<file path="src/rtl/uart_cmd_parser.sv">
// Pulls bytes from an RX FIFO and parses HEADER, CMD, LEN, payload, CSUM frames.
// Good frames update cmd/len/payload; bad or stalled frames pulse pkt_err with a cause code.
module uart_cmd_parser #(
    parameter logic [7:0] HEADER      = 8'hAA,
    parameter int         MAX_LEN     = 8,
    parameter int         TIMEOUT_CYC = 50000
) (
    input  logic        clk_in,
    input  logic        rst,
    input  logic        fifo_empty,
    input  logic [7:0]  fifo_dout,
    output logic        fifo_rd_en,
    output logic [7:0]  cmd,
    output logic [3:0]  len,
    output logic [63:0] payload,
    output logic        pkt_valid,
    output logic        pkt_err,
    output logic [1:0]  err_code,
    output logic        busy
);
    localparam int            TW        = (TIMEOUT_CYC > 2) ? $clog2(TIMEOUT_CYC) : 1;
    // The error pulse is registered, so firing here places it TIMEOUT_CYC cycles after the last byte.
    localparam logic [TW-1:0] TMO_LAST  = TW'(TIMEOUT_CYC - 2);
    localparam logic [7:0]    MAX_LEN_B = 8'(MAX_LEN);
    localparam logic [1:0]    ERR_SUM   = 2'd1;
    localparam logic [1:0]    ERR_LEN   = 2'd2;
    localparam logic [1:0]    ERR_TMO   = 2'd3;

    typedef enum logic [2:0] {
        S_HDR  = 3'd0,
        S_CMD  = 3'd1,
        S_LEN  = 3'd2,
        S_DATA = 3'd3,
        S_SUM  = 3'd4
    } state_t;

    state_t        state_q, state_d;
    logic          rd_pend_q, rd_pend_d;
    logic [7:0]    sum_q, sum_d;
    logic [3:0]    cnt_q, cnt_d;
    logic [3:0]    wlen_q, wlen_d;
    logic [7:0]    wcmd_q, wcmd_d;
    logic [63:0]   wbuf_q, wbuf_d;
    logic [TW-1:0] tmo_q, tmo_d;
    logic [7:0]    cmd_q, cmd_d;
    logic [3:0]    len_q, len_d;
    logic [63:0]   payload_q, payload_d;
    logic          pkt_valid_q, pkt_valid_d;
    logic          pkt_err_q, pkt_err_d;
    logic [1:0]    err_code_q, err_code_d;
    logic          byte_vld_s;
    logic          tmo_hit_s;

    assign byte_vld_s = rd_pend_q;
    assign fifo_rd_en = !rst && !fifo_empty && !rd_pend_q;
    assign tmo_hit_s  = (state_q != S_HDR) && (tmo_q == TMO_LAST);

    assign cmd       = cmd_q;
    assign len       = len_q;
    assign payload   = payload_q;
    assign pkt_valid = pkt_valid_q;
    assign pkt_err   = pkt_err_q;
    assign err_code  = err_code_q;
    assign busy      = (state_q != S_HDR);

    // Frame parser next-state, working frame and result updates.
    always_comb begin
        state_d     = state_q;
        rd_pend_d   = fifo_rd_en;
        sum_d       = sum_q;
        cnt_d       = cnt_q;
        wlen_d      = wlen_q;
        wcmd_d      = wcmd_q;
        wbuf_d      = wbuf_q;
        tmo_d       = tmo_q;
        cmd_d       = cmd_q;
        len_d       = len_q;
        payload_d   = payload_q;
        pkt_valid_d = 1'b0;
        pkt_err_d   = 1'b0;
        err_code_d  = err_code_q;

        if (byte_vld_s) begin
            tmo_d = '0;
            case (state_q)
                S_HDR: begin
                    if (fifo_dout == HEADER) begin
                        state_d = S_CMD;
                    end else begin
                        state_d = S_HDR;
                    end
                end
                S_CMD: begin
                    wcmd_d  = fifo_dout;
                    sum_d   = fifo_dout;
                    state_d = S_LEN;
                end
                S_LEN: begin
                    sum_d  = sum_q + fifo_dout;
                    wbuf_d = 64'd0;
                    cnt_d  = 4'd0;
                    wlen_d = fifo_dout[3:0];
                    if (fifo_dout > MAX_LEN_B) begin
                        pkt_err_d  = 1'b1;
                        err_code_d = ERR_LEN;
                        state_d    = S_HDR;
                    end else if (fifo_dout == 8'd0) begin
                        state_d = S_SUM;
                    end else begin
                        state_d = S_DATA;
                    end
                end
                S_DATA: begin
                    wbuf_d[{cnt_q[2:0], 3'b000} +: 8] = fifo_dout;
                    sum_d = sum_q + fifo_dout;
                    cnt_d = cnt_q + 4'd1;
                    if (cnt_q == (wlen_q - 4'd1)) begin
                        state_d = S_SUM;
                    end else begin
                        state_d = S_DATA;
                    end
                end
                S_SUM: begin
                    if (fifo_dout == sum_q) begin
                        cmd_d       = wcmd_q;
                        len_d       = wlen_q;
                        payload_d   = wbuf_q;
                        pkt_valid_d = 1'b1;
                    end else begin
                        pkt_err_d  = 1'b1;
                        err_code_d = ERR_SUM;
                    end
                    state_d = S_HDR;
                end
                default: begin
                    state_d = S_HDR;
                end
            endcase
        end else if (state_q != S_HDR) begin
            if (tmo_hit_s) begin
                pkt_err_d  = 1'b1;
                err_code_d = ERR_TMO;
                state_d    = S_HDR;
                tmo_d      = '0;
            end else begin
                tmo_d = tmo_q + TW'(1);
            end
        end else begin
            tmo_d = '0;
        end
    end

    // State and output registers with synchronous reset.
    always_ff @(posedge clk_in) begin
        if (rst) begin
            state_q     <= S_HDR;
            rd_pend_q   <= 1'b0;
            sum_q       <= 8'd0;
            cnt_q       <= 4'd0;
            wlen_q      <= 4'd0;
            wcmd_q      <= 8'd0;
            wbuf_q      <= 64'd0;
            tmo_q       <= '0;
            cmd_q       <= 8'd0;
            len_q       <= 4'd0;
            payload_q   <= 64'd0;
            pkt_valid_q <= 1'b0;
            pkt_err_q   <= 1'b0;
            err_code_q  <= 2'd0;
        end else begin
            state_q     <= state_d;
            rd_pend_q   <= rd_pend_d;
            sum_q       <= sum_d;
            cnt_q       <= cnt_d;
            wlen_q      <= wlen_d;
            wcmd_q      <= wcmd_d;
            wbuf_q      <= wbuf_d;
            tmo_q       <= tmo_d;
            cmd_q       <= cmd_d;
            len_q       <= len_d;
            payload_q   <= payload_d;
            pkt_valid_q <= pkt_valid_d;
            pkt_err_q   <= pkt_err_d;
            err_code_q  <= err_code_d;
        end
    end
endmodule

</file>
<file path="config.mk">
export PLATFORM = sky130hd
export DESIGN_NAME = uart_cmd_parser
export DESIGN_NICKNAME = d
export VERILOG_FILES = /design/src/rtl/uart_cmd_parser.sv
export SDC_FILE = /design/constraint.sdc
export NUM_CORES = 1
export LEC_CHECK = 0
export CORE_MARGIN = 5
export CORE_UTILIZATION = 53
export DETAILED_ROUTE_END_ITERATION = 8
export DONT_BUFFER_PORTS = 1
export HOLD_SLACK_MARGIN = 0.02
export PLACE_DENSITY_LB_ADDON = 0.15
export SLEW_MARGIN = 0
export SYNTH_ARGS = -nofsm -noshare
export SYNTH_HDL_FRONTEND = slang
export SYNTH_SLANG_ARGS = --single-unit
</file>
<file path="constraint.sdc">
create_clock -name clk_in -period 2.1 [get_ports clk_in]
set_input_delay 0.21 -clock clk_in [delete_from_list [all_inputs] [get_ports clk_in]]
set_output_delay 0.21 -clock clk_in [all_outputs]
set_load 0.01 [all_outputs]
</file>
==> flow_metrics.env, run 1 <==
export IMPL_status="finished, violations left"
export IMPL_violations="hold timing, setup timing"
export IMPL_r2r_slack_ns=-0.08
export IMPL_synth_most_common_cell="dfxtp_1"
export IMPL_grt_usage_pct=23.3
export IMPL_grt_max_degree=175
export IMPL_path_buf_inv=3
export IMPL_area_delta_synth_final_pct=19.7
export IMPL_boundaryPins=93
export IMPL_fin_tns_setup_ns=-1.83
export IMPL_startpoint_type="flop"
export IMPL_synth_edf_count=0
export IMPL_synth_top_family_by_area="simple AND/OR/NAND/NOR gates"
export IMPL_grt_overflow=0
export IMPL_ys_seq_area_share_pct=50.6
export IMPL_wirelength_um=19800
export IMPL_reg2reg_from="sum_q[4]$_SDFFE_PP0P_"
export IMPL_synth_flop_cell="dfxtp_1"
export IMPL_synthMuxAreaShare_pct=1.75
export IMPL_yosys_area_share_xor_xnor_pct=2.83
export IMPL_netlist_area_mm2=0.00744
export IMPL_endpoint_kind="flop"
export IMPL_maxSlewViolCount=0
export IMPL_antenna_cells=0
export IMPL_min_period_over_period_pct=104
export IMPL_place_inst=1046
export IMPL_r2r_cells=8
export IMPL_synth_compound_area_share_pct=16.0
export IMPL_rsz0062_at_grt="true"
export IMPL_p_per_area_mw_per_mm2=766
export IMPL_finalNonFillerCells=1095
export IMPL_slew_headroom_pct=60.9
export IMPL_clk_pin_slew_ns=0.07
export IMPL_yosys_area_share_simple_pct=22.1
export IMPL_drc=0
export IMPL_coreArea_mm2=0.0138
export IMPL_syn_area_per_cell_um2=8.45
export IMPL_die_h_um=128
export IMPL_avgRoutedWirePerCell_um=18.0
export IMPL_finalClockSkew_ns=0.00876
export IMPL_crit_start="sum_q[4]$_SDFFE_PP0P_"
export IMPL_finalSetupViolations=69
export IMPL_max_cap_violations=0
export IMPL_die_area_mm2=0.0165
export IMPL_clkPwrFrac_pct=46.6
export IMPL_min_path_type="input port to flop"
export IMPL_yosysWarnings=0
export IMPL_layout_min_cycle_time_ns=2.18
export IMPL_grt_antenna_before_repair=0
export IMPL_cts_made_buffers=17
export IMPL_postRouteAntennaNets=0
export IMPL_worst_path_max_fanout=21
export IMPL_tritoncts="built"
export IMPL_start_util_pct=53.8
export IMPL_place_area_mm2=0.00786
export IMPL_io_buffer_count=0
export IMPL_power_internal_mw=5.31
export IMPL_synth_async_reset_ratio_pct=0
export IMPL_cts_path_max_buffers=2
export IMPL_drive_gt1_share_pct=16.9
export IMPL_slowest_delay_ns=0.54
export IMPL_root_buffer="clkbuf_16"
export IMPL_fin_total_pwr_mw=6.82
export IMPL_dr_pass1_iters=5
export IMPL_combinationalPowerShare_pct=1.0
export IMPL_ir_drop_mv=0.550
export IMPL_reg2reg_to="payload[5]$_SDFFE_PP0P_"
export IMPL_die_x_um=128
export IMPL_hpwl_um=12400
export IMPL_p_sw_mw=1.52
export IMPL_grt_pass1_vias=6230
export IMPL_yosys_top_cells_count="188 x dfxtp_1, 175 x nand2_1, 114 x nor2_1"
export IMPL_rows=43
export IMPL_final_util_pct=64.4
export IMPL_fin_area_mm2=0.00891
export IMPL_hold_ws_ns=-0.156
export IMPL_clkSinkCount=188
export IMPL_swShare_pct=22.2
export IMPL_leakage_nw=2.99
export IMPL_hold_viol=104
export IMPL_via_count=6414
export IMPL_worstSetupEndpoint="payload[5]$_SDFFE_PP0P_"
export IMPL_seq_power_share_pct=52.3
export IMPL_critPathTopFamily="simple AND/OR/NAND/NOR gates"
export IMPL_cpMostUsedCell="buf_6"
export IMPL_clock_latency_ns=0.44
export IMPL_synth_cell_types=52
export IMPL_synthCells=880
export IMPL_pre_cts_slack_ns=-0.217
export IMPL_grt_pass1_wl_um=30700
export IMPL_yosysTopAreaCell="dfxtp_1"
export IMPL_cp_slowest_cell="or4_4"
export IMPL_crit_chain="ha_4 -> or4_4 -> buf_6 -> nor4_4 -> buf_6 -> clkbuf_16 -> nand2_1 -> a21oi_1"
export IMPL_max_freq_mhz=459
export IMPL_arrival_ns=2.54
export IMPL_place_gp_congestion=0.818
export IMPL_syn_nets=905
export IMPL_synthAdderAreaFrac_pct=2.46
export IMPL_avgViaCountPerCell=5.86
export IMPL_num_nets_final=927
export IMPL_critical_path_class="flop to flop"
export IMPL_layout_setup_ws_ns=-0.0791
export IMPL_critical_path_depth=8
export IMPL_required_ns=2.47
export IMPL_yosys_top_cells_area="dfxtp_1 51%, nand2_1 8.8%, a22oi_1 6.5%"
export IMPL_worst_pin_slew_ns=0.587
export IMPL_drt_iter0_drc=519
export IMPL_h_tree_depth=4
export IMPL_synth_top_cell_area_share_pct=50.6
export IMPL_synth_seq_cells=188
cell type report:
cell class | count | area (µm²)
Clock buffer | 18 | 439
Timing Repair Buffer | 60 | 598
Clock inverter | 14 | 148
Sequential cell | 188 | 3770
Inverter | 16 | 60.1
Tap cell | 180 | 225
Fill cell | 1165 | 4920
Multi-Input combinational cell | 619 | 3660
repair_timing:
action / in CTS / in global routing
cloned: 0 / 3
setup endpoints to repair: 82 / 127
hold buffers: 9 / 3
buffers inserted: 2 / 0
hold endpoints to repair: 172 / 164
pin swaps: 9 / 2
gates resized for setup: 18 / 51
flip-flops by register name (all words and copies together) (netlist names):
register and cells:
sum_q 8, wcmd_q 8, byte_vld_s 1, cmd 8, cnt_q 4, pkt_err 1
wlen_q 4, len 4, err_code 2, wbuf_q 64, state_q 3, tmo_q 16
pkt_valid 1, payload 64
power groups by stage:
stage / Sequential (mW) / Clock [mW] / Combinational [mW]
5_1_grt: 3.57 / 3.38 / 0.0770
3_3_place_gp: 3.65 / 0 / 0.0591
6_report: 3.57 / 3.18 / 0.0702
3_5_place_dp: 3.65 / 0 / 0.0594
4_1_cts: 3.57 / 3.22 / 0.0663
2_1_floorplan: 3.65 / 0 / 0.0980
cells by family after synthesis:
family | count (synthesis)
buf+inv | 73
simple gates | 376
compound gates | 192
flops | 188
fa+ha+maj | 14
xor+xnor | 24
mux | 13
worst min path at each step:
| stage | to | start | cells past startpoint |
|---|---|---|---|
| 6_report | payload[1]$_SDFFE_PP0P_ | rst | 1 |
| 5_1_grt | payload[2]$_SDFFE_PP0P_ | rst | 1 |
| 3_3_place_gp | byte_vld_s$_SDFF_PP0_ | fifo_empty | 1 |
| 2_1_floorplan | byte_vld_s$_SDFF_PP0_ | fifo_empty | 1 |
| 3_5_place_dp | byte_vld_s$_SDFF_PP0_ | fifo_empty | 1 |
| 4_1_cts | len[3]$_SDFFE_PP0P_ | rst | 1 |
cells in the final DEF (no fill, tap or decap), drive strengths merged, types with 3 or more instances in the layout:
| cell | count |
|---|---|
| nor2 | 114 |
| a211oi | 3 |
| ha | 13 |
| clkbuf | 21 |
| clkinvlp | 3 |
| nor3 | 16 |
| or4 | 4 |
| xnor2 | 9 |
| a311oi | 4 |
| clkinv | 3 |
| or3 | 3 |
| nor3b | 3 |
| and2 | 9 |
| buf | 45 |
| xor2 | 15 |
| nand4 | 5 |
| inv | 23 |
| a21oi | 90 |
| dlygate4sd3 | 12 |
| nor2b | 3 |
| nand2 | 175 |
| o21ai | 17 |
| nor4 | 8 |
| a22oi | 64 |
| and3 | 5 |
| nand3 | 15 |
| dfxtp | 188 |
| and4 | 3 |
| nand2b | 5 |
| mux2i | 13 |
layer usage:
layer	global-route usage [%]	up-vias	share of wire, %
met5	0	-	0
met1	28.4	3117	42
met4	10.2	0	2.8
met2	39.3	184	49
met3	5.31	41	6.2
li1	-	3072	-
No activity file was read; power rests on OpenSTA's default activity.
==> run 2: changes to the inputs <==
==> constraint.sdc (replaced) <==
create_clock -name clk_in -period 2.1 [get_ports clk_in]
set_input_delay 0.21 -clock clk_in [delete_from_list [all_inputs] [get_ports clk_in]]
set_output_delay 0.21 -clock clk_in [all_outputs]
set_load 0.005 [all_outputs]
==> run 2 against run 1 <==
Net effect: the run still ends with hold timing, setup timing left; hold slack better by 0.0065 ns; critical path depth is 2 lower; combinational power is 6.3% higher; via count is 1.1% lower; sequential power hardly changed; maximum frequency is 1.2% higher; global-route usage is 0.72 points higher; largest power group unchanged; highest routed layer unchanged.
==> flow_metrics.env, run 2 (same netlist as run 1, synthesis figures left out) <==
export IMPL_via_count=6344
export IMPL_hold_ws_ns=-0.149
export IMPL_clkSinkCount=188
export IMPL_hpwl_um=12400
export IMPL_root_buffer="clkbuf_16"
export IMPL_boundaryPins=93
export IMPL_leakage_nw=2.99
export IMPL_layout_commonest_cell="dfxtp_1"
export IMPL_drc=0
export IMPL_coreArea_mm2=0.0138
export IMPL_worst_path_max_fanout=43
export IMPL_grt_antenna_before_repair=0
export IMPL_avgRoutedWirePerCell_um=18.1
export IMPL_grt_pass1_vias=6186
export IMPL_max_cap_violations=0
export IMPL_h_tree_depth=4
export IMPL_die_h_um=128
export IMPL_drt_iter0_drc=583
export IMPL_clock_latency_ns=0.43
export IMPL_critical_path_class="flop to flop"
export IMPL_cts_path_max_buffers=2
export IMPL_die_x_um=128
export IMPL_start_util_pct=53.8
export IMPL_reg2reg_from="sum_q[4]$_SDFFE_PP0P_"
export IMPL_status="finished, violations left"
export IMPL_layout_min_cycle_time_ns=2.15
export IMPL_rows=43
export IMPL_hold_end="wcmd_q[7]$_SDFFE_PP0P_"
export IMPL_reg2reg_to="payload[35]$_SDFFE_PP0P_"
export IMPL_area_delta_synth_final_pct=19.9
export IMPL_path_buf_inv=1
export IMPL_swShare_pct=21.4
export IMPL_cts_made_buffers=17
export IMPL_required_ns=2.41
export IMPL_crit_chain="ha_4 -> or4_4 -> or4_4 -> buf_12 -> nand2_1 -> a21oi_2"
export IMPL_hold_viol=94
export IMPL_clk_pin_slew_ns=0.07
export IMPL_critPathTopFamily="simple AND/OR/NAND/NOR gates"
export IMPL_place_gp_congestion=0.833
export IMPL_maxSlewViolCount=0
export IMPL_ctsHoldBuffers=8
export IMPL_max_freq_mhz=464
export IMPL_min_period_over_period_pct=103
export IMPL_startpoint_type="flop"
export IMPL_antenna_cells=0
export IMPL_finalSetupViolations=76
export IMPL_finalClockSkew_ns=0.0101
export IMPL_combinationalPowerShare_pct=1.1
export IMPL_postRouteAntennaNets=0
export IMPL_final_cell_mix="179 x dfxtp_1, 165 x nand2_1, 112 x nor2_1, 66 x a21oi_1, 64 x a22oi_1"
export IMPL_tritoncts="built"
export IMPL_grt_usage_pct=24.0
export IMPL_holdPathStages=1
export IMPL_fin_tns_setup_ns=-1.88
export IMPL_cp_slowest_cell="or4_4"
export IMPL_worst_pin_slew_ns=0.580
export IMPL_layout_setup_ws_ns=-0.0533
export IMPL_rsz0062_at_grt="true"
export IMPL_io_buffer_count=0
export IMPL_grt_max_degree=175
export IMPL_avgViaCountPerCell=5.77
export IMPL_r2r_slack_ns=-0.05
export IMPL_endpoint_kind="flop"
export IMPL_fin_total_pwr_mw=6.68
export IMPL_fillers=1121
export IMPL_grt_overflow=0
export IMPL_arrival_ns=2.47
export IMPL_die_area_mm2=0.0165
export IMPL_slew_headroom_pct=61.3
export IMPL_r2r_cells=6
export IMPL_clkPwrFrac_pct=45.5
export IMPL_dr_pass1_iters=5
export IMPL_num_nets_final=931
export IMPL_violations="hold timing, setup timing"
export IMPL_cpMostUsedCell="or4_4"
export IMPL_p_sw_mw=1.43
export IMPL_fin_area_mm2=0.00892
export IMPL_drive_gt1_share_pct=17.4
export IMPL_grt_pass1_wl_um=31600
export IMPL_place_area_mm2=0.00786
export IMPL_ir_drop_mv=0.554
export IMPL_p_per_area_mw_per_mm2=749
export IMPL_pre_cts_slack_ns=-0.219
export IMPL_wirelength_um=19900
export IMPL_seq_power_share_pct=53.4
export IMPL_worstHoldStart="rst"
export IMPL_slowest_delay_ns=0.55
export IMPL_power_internal_mw=5.25
export IMPL_min_path_type="input port to flop"
-- run 2: worst max path at each step --
stage / cells past startpoint / endpoint / start
2_1_floorplan: 8 / payload[10]$_SDFFE_PP0P_ / sum_q[4]$_SDFFE_PP0P_
3_3_place_gp: 6 / payload[24]$_SDFFE_PP0P_ / sum_q[0]$_SDFFE_PP0P_
3_5_place_dp: 7 / payload[48]$_SDFFE_PP0P_ / sum_q[0]$_SDFFE_PP0P_
4_1_cts: 9 / payload[31]$_SDFFE_PP0P_ / sum_q[4]$_SDFFE_PP0P_
5_1_grt: 8 / payload[36]$_SDFFE_PP0P_ / sum_q[0]$_SDFFE_PP0P_
6_report: 6 / payload[35]$_SDFFE_PP0P_ / sum_q[4]$_SDFFE_PP0P_
-- run 2: power by group through the flow --
stage / Combinational (mW) / Clock [mW] / Sequential (mW)
after floorplan: 0.0976 / 0 / 3.65
after global placement: 0.0580 / 0 / 3.65
after detailed placement: 0.0608 / 0 / 3.65
after CTS: 0.0685 / 3.08 / 3.57
after global routing: 0.0806 / 3.23 / 3.57
final: 0.0746 / 3.04 / 3.57
-- run 2: worst reg2reg max path: stages (launching register included) --
cell	delay [ns]
dfxtp_2	0.34
ha_4	0.22
or4_4	0.55
or4_4	0.54
buf_12	0.20
nand2_1	0.14
a21oi_2	0.06
-- run 2: cell type report --
class / instances / area, µm² / area share (%)
Sequential cell: 188 / 3780 / 42.4
Multi-Input combinational cell: 619 / 3670 / 41.1
Timing Repair Buffer: 64 / 636 / 7.13
Clock buffer: 20 / 437 / 4.90
Tap cell: 180 / 225 / 2.53
Clock inverter: 12 / 114 / 1.28
Inverter: 16 / 60.1 / 0.673
-- run 2: routing by layer --
layer,routed length [µm],global-route usage (%),vias up
li1,-,-,3072
met1,8710,31.0,3043
met2,9560,38.8,190
met3,1190,5.52,39
met4,483,9.99,0
met5,0,0,-
-- run 2: what timing repair did --
action                                  4_1_cts  5_1_grt
resized for setup                            22       50
setup buffers                                 5        5
endpoints found under the hold margin       172      165
endpoints found under the setup margin       81      122
cloned                                        3        1
pin swaps                                    13       14
-- run 2: metrics by stage --
stage / utilization (%) / std cells
floorplan: - / 880
finish: 64.5 / 1099
CTS: 62.9 / 1094
detailed placement: 56.9 / 1046
global route: 64.5 / 1099
global placement: 56.9 / 1046
==> run 3: changes to the inputs <==
Settings changed: ABC_AREA set to 1, HOLD_SLACK_MARGIN 0.02 to 0.03.
==> run 3 against run 2 <==
Net effect: the run now ends clean; count of clock-buffer cells in the layout did not move; global-route usage fell by 2.4 points; cell count rose by 14%; register-to-register slack improved by 0.21 ns; final area rose by 1.1%; sequential share of layout area fell by 0.64 points; largest power group is now the clock network; highest routed layer unchanged.
==> flow_metrics.env, run 3 <==
export IMPL_finalSetupViolations=0
export IMPL_holdPathStages=2
export IMPL_place_gp_congestion=0.989
export IMPL_synthCells=1033
export IMPL_maxSlewViolCount=0
export IMPL_max_freq_mhz=516
export IMPL_r2r_slack_ns=0.16
export IMPL_endpoint_kind="flop"
export IMPL_max_cap_violations=0
export IMPL_leakage_nw=3.26
export IMPL_grt_overflow=0
export IMPL_drc=0
export IMPL_synth_async_reset_ratio_pct=0
export IMPL_synth_edf_count=0
export IMPL_fin_tns_setup_ns=0
export IMPL_crit_chain="inv_2 -> ha_1 -> ha_1 -> inv_1 -> nand3_1 -> nor3_2 -> o21ai_2 -> a22oi_1 -> nor2_1"
export IMPL_wirelength_um=18700
export IMPL_layout_commonest_cell="nand2_1"
export IMPL_area_delta_synth_final_pct=14.7
export IMPL_syn_area_per_cell_um2=7.61
export IMPL_netlist_area_mm2=0.00786
export IMPL_hpwl_um=13100
export IMPL_layout_setup_ws_ns=0.162
export IMPL_ir_drop_mv=0.532
export IMPL_rsz0062_at_grt="false"
export IMPL_tritoncts="built"
export IMPL_die_x_um=132
export IMPL_cts_made_buffers=17
export IMPL_syn_nets=1058
export IMPL_post_cts_setup_buffer_count=0
export IMPL_cp_slowest_cell="dfxtp_1"
export IMPL_fillers=1345
export IMPL_avgRoutedWirePerCell_um=14.9
export IMPL_root_buffer="clkbuf_16"
export IMPL_yosysWarnings=0
export IMPL_yosysTopAreaCell="dfxtp_1"
export IMPL_h_tree_depth=4
export IMPL_slowest_delay_ns=0.34
export IMPL_pre_cts_slack_ns=0.162
export IMPL_synth_cell_types=39
export IMPL_min_period_over_period_pct=92.3
export IMPL_cpMostUsedCell="ha_1"
export IMPL_finalClockSkew_ns=0.00985
export IMPL_critPathTopFamily="simple AND/OR/NAND/NOR gates"
export IMPL_grt_pass1_wl_um=31000
export IMPL_antenna_cells=0
export IMPL_synth_top_cell_area_share_pct=47.9
export IMPL_arrival_ns=2.25
export IMPL_yosys_top_cells_area="dfxtp_1 48%, a21oi_1 11%, nand2_1 9.9%"
export IMPL_final_util_pct=62.0
export IMPL_final_cell_mix="207 x nand2_1, 188 x dfxtp_1, 179 x a21oi_1, 124 x inv_1, 100 x o21ai_0"
export IMPL_cts_path_max_buffers=2
export IMPL_die_area_mm2=0.0174
export IMPL_path_buf_inv=2
export IMPL_drt_iter0_drc=452
export IMPL_worst_path_max_fanout=8
export IMPL_hold_ws_ns=0.0701
export IMPL_grt_usage_pct=21.6
export IMPL_ys_seq_area_share_pct=47.9
export IMPL_worst_pin_slew_ns=0.567
export IMPL_worstHoldStart="fifo_dout[1]"
export IMPL_dr_pass1_iters=5
export IMPL_layout_min_cycle_time_ns=1.94
export IMPL_hold_viol=0
export IMPL_required_ns=2.41
export IMPL_boundaryPins=93
export IMPL_min_path_type="input port to flop"
export IMPL_critical_path_class="flop to flop"
export IMPL_reg2reg_from="cnt_q[0]$_SDFFE_PP0P_"
export IMPL_slew_headroom_pct=62.1
export IMPL_avgViaCountPerCell=5.31
export IMPL_grt_antenna_before_repair=0
export IMPL_p_per_area_mw_per_mm2=821
export IMPL_coreArea_mm2=0.0145
export IMPL_fin_area_mm2=0.00902
export IMPL_r2r_cells=9
export IMPL_synth_seq_cells=188
export IMPL_drive_gt1_share_pct=11.3
export IMPL_clk_pin_slew_ns=0.07
export IMPL_place_area_mm2=0.00819
export IMPL_grt_max_degree=73
export IMPL_io_buffer_count=0
export IMPL_fin_total_pwr_mw=7.40
export IMPL_rows=44
export IMPL_grt_pass1_vias=6233
export IMPL_yosys_top_cells_count="207 x nand2_1, 188 x dfxtp_1, 179 x a21oi_1"
export IMPL_postRouteAntennaNets=0
export IMPL_clock_latency_ns=0.43
export IMPL_start_util_pct=54.1
export IMPL_num_nets_final=1084
export IMPL_clkSinkCount=188
export IMPL_via_count=6667
export IMPL_reg2reg_to="wbuf_q[50]$_SDFFE_PP0P_"
export IMPL_status="completed"
export IMPL_finalNonFillerCells=1256
export IMPL_die_h_um=132
export IMPL_startpoint_type="flop"
export IMPL_hold_end="wlen_q[1]$_SDFFE_PP0P_"
export IMPL_place_inst=1213
export IMPL_synth_flop_cell="dfxtp_1"
export IMPL_synth_most_common_cell="nand2_1"
[run 3: changes by cell type after synthesis, sizes merged, moves of 9 or more]
cell / before / now
a22oi: 64 / 1
nand2: 175 / 209
and2: 9 / 0
nand3: 15 / 30
mux2i: 13 / 0
clkbuf: 44 / 28
nor2: 114 / 72
inv: 16 / 133
a21oi: 90 / 179
o21ai: 17 / 106
[run 3: where the power goes]
group,switching (mW),internal [mW]
clock network,1.36,2.28
logic,0.122,0.0586
registers,0.00477,3.57
total,1.49,5.91
[run 3: cell families (layout without fill, tap and decap cells)]
family                   after synthesis  count (layout)  share of synthesized area, %
AO/OA/AOI/OAI                        293             293                          19.0
flip-flops                           188             188                          47.9
buffers and inverters                179             218                          9.44
adder cells (fa/ha/maj)               14              14                          2.32
AND/OR/NAND/NOR                      349             349                          20.2
XOR/XNOR                              10              10                          1.11
[run 3: repair_timing]
action	in CTS	in global routing
gates resized for setup	0	7
setup endpoints to repair	0	16
hold buffers	11	0
endpoints found under the hold margin	87	0
[run 3: area by class of cell]
type / count / area (µm²) / area share [%]
Sequential cell: 188 / 3760 / 41.7
Tap cell: 184 / 230 / 2.55
Clock inverter: 12 / 233 / 2.58
Inverter: 135 / 507 / 5.62
Multi-Input combinational cell: 666 / 3380 / 37.5
Clock buffer: 20 / 447 / 4.95
Timing Repair Buffer: 51 / 453 / 5.02
[run 3: how the worst max path moves through the flow]
stage	start	endpoint	slack, ns	cells after the start
6_report	cnt_q[0]$_SDFFE_PP0P_	wbuf_q[50]$_SDFFE_PP0P_	0.16	9
5_1_grt	cnt_q[0]$_SDFFE_PP0P_	wbuf_q[50]$_SDFFE_PP0P_	0.007	9
4_1_cts	cnt_q[0]$_SDFFE_PP0P_	wbuf_q[58]$_SDFFE_PP0P_	0.14	8
3_5_place_dp	cnt_q[0]$_SDFFE_PP0P_	wbuf_q[58]$_SDFFE_PP0P_	0.16	9
3_3_place_gp	sum_q[5]$_SDFFE_PP0P_	cmd[5]$_SDFFE_PP0P_	0.19	8
2_1_floorplan	cnt_q[1]$_SDFFE_PP0P_	wbuf_q[16]$_SDFFE_PP0P_	0.05	9
[run 3: layer usage]
metal  global-route usage, %  wire length (µm)  vias to the layer above
met3                    5.65              1190                       21
met4                    5.77               205                        0
met1                    30.0              8640                     3088
met2                    33.6              8700                      154
met5                       0                 0                        -
li1                        -                 -                     3404
